[src/rtl/bram_if_pkg.sv]
// Shared definitions for the BRAM port initiator: default widths, FSM states
// and the masked merge used by read-modify-write.
package bram_if_pkg;

  localparam int DEF_ADDR_W = 10;
  localparam int DEF_DATA_W = 16;
  localparam int MERGE_W    = 64;

  typedef enum logic {
    IDLE,
    RMW_WR
  } state_t;

  // Bits set in mask take the new value, the rest keep the old word.
  function automatic logic [MERGE_W-1:0] merge(input logic [MERGE_W-1:0] old_w,
                                               input logic [MERGE_W-1:0] new_w,
                                               input logic [MERGE_W-1:0] mask);
    return (old_w & ~mask) | (new_w & mask);
  endfunction

endpackage

[src/rtl/bram_rsp_fifo.sv]
// Small circular response FIFO; head word is presented while non-empty.
module bram_rsp_fifo #(
  parameter int DATA_W    = 16,
  parameter int RSP_DEPTH = 2,
  parameter int CNT_W     = $clog2(RSP_DEPTH + 1)
) (
  input  logic              clk,
  input  logic              rst,
  input  logic              push,
  input  logic [DATA_W-1:0] push_data,
  input  logic              pop,
  output logic [DATA_W-1:0] pop_data,
  output logic [CNT_W-1:0]  count
);

  localparam int PTR_W = (RSP_DEPTH > 1) ? $clog2(RSP_DEPTH) : 1;

  logic [DATA_W-1:0] mem [RSP_DEPTH];
  logic [PTR_W-1:0]  wr_ptr, rd_ptr;
  logic              do_push, do_pop, empty;

  assign empty    = (count == '0);
  assign do_pop   = pop && !empty;
  assign do_push  = push && ((count != CNT_W'(RSP_DEPTH)) || do_pop);
  assign pop_data = empty ? '0 : mem[rd_ptr];

  always_ff @(posedge clk or posedge rst) begin
    if (rst) begin
      for (int unsigned i = 0; i < RSP_DEPTH; i++) mem[i] <= '0;
      wr_ptr <= '0;
      rd_ptr <= '0;
      count  <= '0;
    end else begin
      if (do_push) begin
        mem[wr_ptr] <= push_data;
        wr_ptr <= (wr_ptr == PTR_W'(RSP_DEPTH - 1)) ? '0 : wr_ptr + PTR_W'(1);
      end
      if (do_pop)
        rd_ptr <= (rd_ptr == PTR_W'(RSP_DEPTH - 1)) ? '0 : rd_ptr + PTR_W'(1);
      case ({do_push, do_pop})
        2'b10:   count <= count + CNT_W'(1);
        2'b01:   count <= count - CNT_W'(1);
        default: count <= count;
      endcase
    end
  end

endmodule

[src/rtl/bram_port_initiator.sv]
// Turns a valid/ready request stream into single-port BRAM cycles, doing
// partial-mask writes as read-modify-write, and returns reads in order.
module bram_port_initiator
  import bram_if_pkg::*;
#(
  parameter int ADDR_W    = DEF_ADDR_W,
  parameter int DATA_W    = DEF_DATA_W,
  parameter int RSP_DEPTH = 2
) (
  input  logic              CLK,
  input  logic              RST,
  input  logic              req_valid,
  output logic              req_ready,
  input  logic [ADDR_W-1:0] req_addr,
  input  logic              req_we,
  input  logic [DATA_W-1:0] req_wdata,
  input  logic [DATA_W-1:0] req_wmask,
  output logic              rsp_valid,
  input  logic              rsp_ready,
  output logic [DATA_W-1:0] rsp_rdata,
  output logic [ADDR_W-1:0] A,
  output logic [DATA_W-1:0] D,
  output logic              WE,
  output logic [DATA_W-1:0] WEM,
  output logic              CE,
  input  logic [DATA_W-1:0] Q,
  output logic              busy
);

  localparam int CNT_W = $clog2(RSP_DEPTH + 1);
  localparam int OCC_W = CNT_W + 1;

  state_t            state_q, state_d;
  logic              inflight_q;
  logic [ADDR_W-1:0] rmw_addr_q;
  logic [DATA_W-1:0] rmw_wdata_q, rmw_wmask_q;
  logic [CNT_W-1:0]  fifo_count;
  logic [OCC_W-1:0]  occ;
  logic              credit_ok, fire, rd_issue, lat_en, pop;

  assign rsp_valid = (fifo_count != '0);
  assign pop       = rsp_valid && rsp_ready;
  // Occupancy counts the read whose data lands in the FIFO this cycle.
  assign occ       = OCC_W'(fifo_count) + OCC_W'(inflight_q) - OCC_W'(pop);
  assign credit_ok = (occ < OCC_W'(RSP_DEPTH));
  assign busy      = (state_q != IDLE) || inflight_q || rsp_valid;

  always_comb begin
    state_d   = state_q;
    req_ready = 1'b0;
    fire      = 1'b0;
    rd_issue  = 1'b0;
    lat_en    = 1'b0;
    CE        = 1'b0;
    WE        = 1'b0;
    A         = '0;
    D         = '0;
    // Reset forces the combinational outputs low as well as the registers.
    if (!RST) begin
      case (state_q)
        IDLE: begin
          req_ready = credit_ok || req_we;
          fire      = req_valid && req_ready;
          if (fire) begin
            if (!req_we) begin
              CE       = 1'b1;
              A        = req_addr;
              rd_issue = 1'b1;
            end else if (req_wmask == '1) begin
              CE = 1'b1;
              WE = 1'b1;
              A  = req_addr;
              D  = req_wdata;
            end else if (req_wmask != '0) begin
              CE      = 1'b1;
              A       = req_addr;
              lat_en  = 1'b1;
              state_d = RMW_WR;
            end
          end
        end
        RMW_WR: begin
          CE      = 1'b1;
          WE      = 1'b1;
          A       = rmw_addr_q;
          D       = DATA_W'(merge(MERGE_W'(Q), MERGE_W'(rmw_wdata_q), MERGE_W'(rmw_wmask_q)));
          state_d = IDLE;
        end
        default: state_d = IDLE;
      endcase
    end
    WEM = {DATA_W{WE}};
  end

  always_ff @(posedge CLK or posedge RST) begin
    if (RST) begin
      state_q     <= IDLE;
      inflight_q  <= 1'b0;
      rmw_addr_q  <= '0;
      rmw_wdata_q <= '0;
      rmw_wmask_q <= '0;
    end else begin
      state_q    <= state_d;
      inflight_q <= rd_issue;
      if (lat_en) begin
        rmw_addr_q  <= req_addr;
        rmw_wdata_q <= req_wdata;
        rmw_wmask_q <= req_wmask;
      end
    end
  end

  bram_rsp_fifo #(
    .DATA_W   (DATA_W),
    .RSP_DEPTH(RSP_DEPTH),
    .CNT_W    (CNT_W)
  ) u_rsp_fifo (
    .clk      (CLK),
    .rst      (RST),
    .push     (inflight_q),
    .push_data(Q),
    .pop      (pop),
    .pop_data (rsp_rdata),
    .count    (fifo_count)
  );

endmodule
[config.mk]
export PLATFORM = sky130hd
export DESIGN_NAME = bram_port_initiator
export DESIGN_NICKNAME = d
export VERILOG_FILES = /design/src/rtl/bram_if_pkg.sv /design/src/rtl/bram_rsp_fifo.sv /design/src/rtl/bram_port_initiator.sv
export SDC_FILE = /design/constraint.sdc
export NUM_CORES = 1
export LEC_CHECK = 0
export ABC_AREA = 1
export BUFFER_PORTS_ARGS = -buffer_cell sky130_fd_sc_hd__buf_2
export CORE_MARGIN = 1
export CORE_UTILIZATION = 47
export CTS_BUF_LIST = sky130_fd_sc_hd__clkbuf_16
export CTS_CLUSTER_SIZE = 20
export DETAILED_ROUTE_END_ITERATION = 10
export PLACE_DENSITY = 0.85
export SYNTH_ARGS = -nofsm -noshare
export SYNTH_HDL_FRONTEND = slang
export SYNTH_SLANG_ARGS = --single-unit
export TNS_END_PERCENT = 1
[constraint.sdc]
create_clock -name CLK -period 4.5 [get_ports CLK]
set_input_delay 0.225 -clock CLK [delete_from_list [all_inputs] [get_ports CLK]]
set_output_delay 0.225 -clock CLK [all_outputs]
set_load 0.005 [all_outputs]
==> results of run 1 <==
[final cells by class]
cell class	count	area, um^2
Multi-Input combinational cell	437	1930
Sequential cell	80	2000
Inverter	50	189
Clock inverter	7	71.3
Tap cell	108	135
Clock buffer	9	225
Timing Repair Buffer	131	671
Fill cell	809	3660
[worst register-to-register path, stage by stage (launching register included)]
cell	delay [ps]
dfrtp_1	450
nor2_1	80
buf_4	200
nor2_1	240
ha_1	280
or2_2	300
fa_1	500
nand3_2	130
a21oi_4	160
nand4_2	460
buf_4	430
nand2_1	110
nand2_1	60
[worst max-delay path by stage]
stage,start,to,slack (ps),cells past startpoint
6_report,u_rsp_fifo.count[1],A[9],670,14
5_1_grt,u_rsp_fifo.count[1],A[9],470,14
4_1_cts,u_rsp_fifo.count[1],A[9],690,14
3_5_place_dp,u_rsp_fifo.count[1],A[9],1050,14
3_3_place_gp,u_rsp_fifo.count[1],A[9],1150,14
2_1_floorplan,RST,inflight_q,800,3
[kinds of logic after synthesis]
kind of cell	count (synthesis)
AND/OR/NAND/NOR	335
buffers and inverters	100
AO/OA/AOI/OAI	95
multiplexers	1
flip-flops	80
adder cells (fa/ha/maj)	3
XOR/XNOR	3
[stage by stage]
step                      hold slack (ps)  std cells
after floorplan                       298        617
after global routing                  125        822
final                                 121        822
after detailed placement              458        806
after global placement                454        806
after CTS                             113        822
[sequential cells by signal (all words and copies together), names as in the netlist]
| name | cells |
|---|---|
| state_q | 1 |
| inflight_q | 1 |
| rmw_wdata_q | 16 |
| u_rsp_fifo.rd_ptr | 1 |
| rmw_wmask_q | 16 |
| u_rsp_fifo.wr_ptr | 1 |
| u_rsp_fifo.mem | 32 |
| u_rsp_fifo.count | 2 |
| rmw_addr_q | 10 |
[layer usage]
metal / vias up / wire length [um] / global-route usage (%)
li1: 2120 / - / -
met1: 1982 / 4960 / 32.1
met2: 192 / 5440 / 38.9
met3: 22 / 772 / 4.54
met4: 0 / 228 / 8.04
met5: - / 0 / 0
[cell usage after synthesis (2+ instances only)]
cell type    n
a21oi_1     35
buf_2        9
buf_4       20
clkbuf_1    20
clkinv_1     2
dfrtp_1     80
ha_1         2
inv_1       42
inv_2        6
nand2_1    224
nand3_1     62
nor2_1      41
nor2_2       2
o21ai_0     42
o21ai_1     17
xor2_1       2
[power by group]
| part | internal, mW | switching (mW) | leakage, nW |
|---|---|---|---|
| Clock | 0.430 | 0.298 | 0.141 |
| Sequential | 1.08 | 0.245 | 1.02 |
| Combinational | 0.413 | 0.599 | 1.70 |
| Total | 1.92 | 1.14 | 2.86 |
==> impl_metrics.tcl, run 1 <==
set metrics [dict create \
    status "finished clean" \
    pwr_density_cell_nw_per_um2 585 \
    vdd_drop_max_mv 0.277 \
    min_period_ps 3830 \
    post_cts_resized 0 \
    ys_top_cells_by_area "dfrtp_1, nand2_1, nand3_1" \
    setup_violations 0 \
    coreArea_um2 8890 \
    antenna_cells 0 \
    wl_per_cell_um 13.9 \
    yosysWarningCount 0 \
    initial_utilization_pct 49.5 \
    drc 0 \
    final_nets 775 \
    cts_inserted_buffers 9 \
    grt.overflow.total 0 \
    r2r_end "rmw_wdata_q[7]" \
    max_freq_ghz 0.261 \
    final_hold_viol_count 0 \
    clockBufferDepth 2 \
    fin_crit_sh_pct 85.0 \
    cts_sinks 80 \
    slowest_delay_ps 500 \
    utilization_pct 58.8 \
    io_buffers 125 \
    synth_xor_area_share_pct 0.598 \
    critPathLaunchType "flip-flop" \
    row_count 34 \
    pre_cts_slack_ps 1050 \
    syn_inst 617 \
    hold_path_depth 2 \
    chipWidth_um 98.7 \
    mostFrequentLayoutCells "nand2_1, buf_2, dfrtp_1" \
    grt_pass1_wl_um 18400 \
    ys_seq_elements 80 \
    fin_tns_setup_ps 0 \
    rsz0062_at_grt "no" \
    cts_root_buf "clkbuf_16" \
    area.growth.synth_to_final_pct 18.9 \
    report.final.slew_viol_count 0 \
    worst_ep_arrival_time_ps 3600 \
    cts_hold_buf 0 \
    vias 4316 \
    synth-edff-count 0 \
    first_pass_iters 5 \
    holdPathEnd "inflight_q" \
    finClkSkew_ps 7.03 \
    cp_max_fo 43 \
    worstPathCellList "nor2_1, buf_4, nor2_1, ha_1, or2_2, fa_1, nand3_2, a21oi_4, buf_4, nand2_1, nand2_1, nand2_1, nor2_1, buf_2" \
    layout-drive-gt1-share_pct 22.0 \
    hp-class "input port to flip-flop" \
    ios 126 \
    synth_fa_ha_area_share_pct 1.02 \
    worst_pin_slew_ps 1070 \
    die_h_um 98.7 \
    r2r_slack_ps 1000 \
    yosys.area_share.simple_pct 31.0 \
    cap_violations 0 \
    synth_ff_type "dfrtp_1" \
    final.setup.worst_slack_ps 673 \
    layout_commonest_cell "nand2_1" \
    grt_max_degree 92 \
    reg2reg_depth 12 \
    hpwl_um 7800 \
    path_clk_slew_ps 60 \
    power_mw 3.06 \
    synth-seq-area-share_pct 45.5 \
    placed_cell_area_um2 4930 \
    die-area_um2 9750 \
    leakagePower_nw 2.86 \
    synth_top_family_by_area "simple AND/OR/NAND/NOR gates" \
    ant_nets 0 \
    synth_area_um2 4400 \
    wl_um 11400 \
    synthMuxAreaShare_pct 0.228 \
    post_drt_via_cell_ratio 5.25 \
    avgSynthCellArea_um2 7.13 \
    path_buf_inv 3 \
    slowest_stage "fa_1" \
    hp-start "req_we" \
    gp_congestion 0.837 \
    worst_ep_required_time_ps 4280 \
    drt_iter0_drc 255 \
    reg2reg_from "u_rsp_fifo.count[1]" \
    synth.distinct_cells 27 \
    synth-compound-area-share_pct 11.1 \
    final_area_um2 5230 \
    grt_util_all_layers_pct 23.9 \
    async_flop_share_pct 100 \
    crit_family "simple AND/OR/NAND/NOR gates" \
    netlist.area_leader.share_pct 45.5 \
    syn-num-nets 683 \
    post_cts_buffers 0 \
    slew_headroom_pct 28.4 \
    htreeDepth 3 \
    antenna_found_initial 0 \
    clk_latency_ps 340 \
    crit_type "flip-flop to primary output" \
    cts_tree "yes" \
    yosys.area.top_type "dfrtp_1" \
    end_kind "primary output" \
    grt_pass1_vias 3880 \
]
Note: power is estimated with default switching activity, not from simulation.
==> run 2, diff against run 1 <==
ABC_AREA = unset   (was 1)
CORE_ASPECT_RATIO = 1.25   (was unset)
PLACE_DENSITY = 0.86   (was 0.85)
==> impl_metrics.tcl, run 2 <==
set metrics [dict create \
    status "finished clean" \
    cts_hold_buf 1 \
    setup_violations 0 \
    largest_reg_flops 32 \
    slowest_stage "dfrtp_1" \
    initial_utilization_pct 48.8 \
    end_kind "primary output" \
    clk_latency_ps 330 \
    ant_nets 0 \
    grt_max_degree 79 \
    post_drt_via_cell_ratio 5.41 \
    max_freq_ghz 0.309 \
    cts_inserted_buffers 9 \
    power_mw 2.72 \
    clockBufferDepth 2 \
    fin_crit_sh_pct 72.0 \
    worst_pin_slew_ps 1080 \
    clkPwrFrac_pct 24.1 \
    slowest_delay_ps 500 \
    yosys.area.top_type "dfrtp_1" \
    yosysMostFrequentCell "dfrtp_1" \
    path_clk_slew_ps 60 \
    drt_iter0_drc 147 \
    layout-drive-gt1-share_pct 49.7 \
    io_buffers 125 \
    slew_headroom_pct 27.9 \
    synth-edff-count 0 \
    final_area_um2 5140 \
    report.final.slew_viol_count 0 \
    grt_pass1_vias 3208 \
    synth-seq-area-share_pct 46.9 \
    wl_um 10300 \
    area.growth.synth_to_final_pct 20.4 \
    worst_ep_required_time_ps 4280 \
    cap_violations 0 \
    hpwl_um 7050 \
    finClkSkew_ps 6.28 \
    syn_inst 342 \
    critPathLaunchType "flip-flop" \
    synth_area_um2 4270 \
    leakagePower_nw 2.56 \
    r2r_slack_ps 1820 \
    row_count 38 \
    largest-register "u_rsp_fifo.mem" \
    htreeDepth 3 \
    gp_congestion 0.812 \
    ios 126 \
    yosysWarningCount 0 \
    netlist.area_leader.share_pct 46.9 \
    p_int_mw 1.86 \
    hp-class "input port to flip-flop" \
    synth_ff_type "dfrtp_1" \
    ys_seq_elements 80 \
    final_cells 573 \
    pwr-share-seq_pct 43.1 \
    worst_ep_arrival_time_ps 3010 \
    rsz0062_at_grt "no" \
    synth_common_cells "dfrtp_1, nor2_1, mux2_4" \
    cp_max_fo 11 \
    grt.overflow.total 0 \
    top_regs "u_rsp_fifo.mem: 32 flops, rmw_wdata_q: 16 flops, rmw_wmask_q: 16 flops" \
    vdd_drop_max_mv 0.274 \
    syn-num-nets 408 \
    final_hold_viol_count 0 \
    pwr_density_cell_nw_per_um2 529 \
    synth.distinct_cells 37 \
    antenna_found_initial 0 \
    p_sw_share_pct 31.6 \
    first_pass_iters 4 \
    mostFrequentLayoutCells "buf_2, dfrtp_1, nor2_1" \
    worstPathCellList "nor2_1, nor2b_1, ha_1, nand2b_1, fa_1, xnor2_1, a21oi_1, a211oi_1, buf_4, a32o_1, buf_2" \
    die_h_um 109 \
    cts_root_buf "clkbuf_16" \
    post_cts_resized 0 \
    avgSynthCellArea_um2 12.5 \
    crit_type "flip-flop to primary output" \
    grt_pass1_wl_um 16200 \
    dp_cells 557 \
    cts_sinks 80 \
    power_frac_comb_pct 32.8 \
    wl_per_cell_um 18.0 \
    fin_tns_setup_ps 0 \
    drc 0 \
    chipWidth_um 87.2 \
    async_flop_share_pct 100 \
    vias 3102 \
    coreArea_um2 8750 \
    final_nets 515 \
    antenna_cells 0 \
    die-area_um2 9470 \
    min_period_ps 3240 \
    layout_commonest_cell "buf_2" \
    grt_util_all_layers_pct 23.2 \
    post_cts_buffers 0 \
    p_switching_uw 860 \
    cts_tree "yes" \
    ys_top_cells_by_area "dfrtp_1, mux2_4, mux2_2" \
    placed_cell_area_um2 4870 \
]
run 2: logic make-up (layout without fill, tap and decap cells):
group	Yosys count	in the layout	synth area share, %
compound gates	33	33	6.13
xor+xnor	6	6	1.23
fa+ha+maj	3	3	1.06
buf+inv	41	152	5.89
flops	80	80	46.9
mux	106	106	30.5
simple gates	73	73	8.35
run 2: critical path, delay by kind of cell, from the launching register on:
family	cells	cell delay, ps
buf+inv	2	320
flops	1	500
fa+ha+maj	2	670
xor+xnor	1	150
simple gates	3	540
compound gates	3	500
run 2: path summary, 6_finish.rpt:
kind                                      from                  to  cells past startpoint
max in group asynchronous                  RST  u_rsp_fifo.mem[26]                      4
min reg2reg                 u_rsp_fifo.mem[24]  u_rsp_fifo.mem[24]                      1
max                        u_rsp_fifo.count[0]                A[6]                     11
max reg2reg                            state_q      rmw_wdata_q[8]                      5
min in group asynchronous                  RST          inflight_q                      3
min                                     req_we          inflight_q                      2
run 2: layout make-up:
class	count	area, um^2
tap	120	150
timing repair buffer	131	673
fill	766	3610
multi-input combinational	221	2030
clock inverter	6	36.3
clock buffer	9	225
inverter	6	23.8
sequential	80	2000
run 2: power by group through the flow:
stage          clock [mW]  combinational [mW]  sequential (mW)
2_1_floorplan           0               0.673             1.08
3_3_place_gp            0               0.860             1.16
3_5_place_dp            0               0.894             1.18
4_1_cts             0.661               0.900             1.17
5_1_grt             0.701               0.977             1.20
6_report            0.655               0.892             1.17
run 2: metrics by stage:
step	util, %	hold slack, ps	worst slack [ps]
after detailed placement	55.6	341	1650
after global routing	58.7	132	1000
final	58.7	133	1260
after CTS	58.7	118	1260
after floorplan	-	295	1540
after global placement	55.6	346	1780
run 2: metal layers:
layer | vias up | global-route usage (%) | wire (um)
met3 | 30 | 3.21 | 424
met4 | 0 | 12.9 | 318
li1 | 1423 | - | -
met2 | 113 | 39.1 | 5310
met5 | - | 0 | 0
met1 | 1536 | 28.5 | 4260
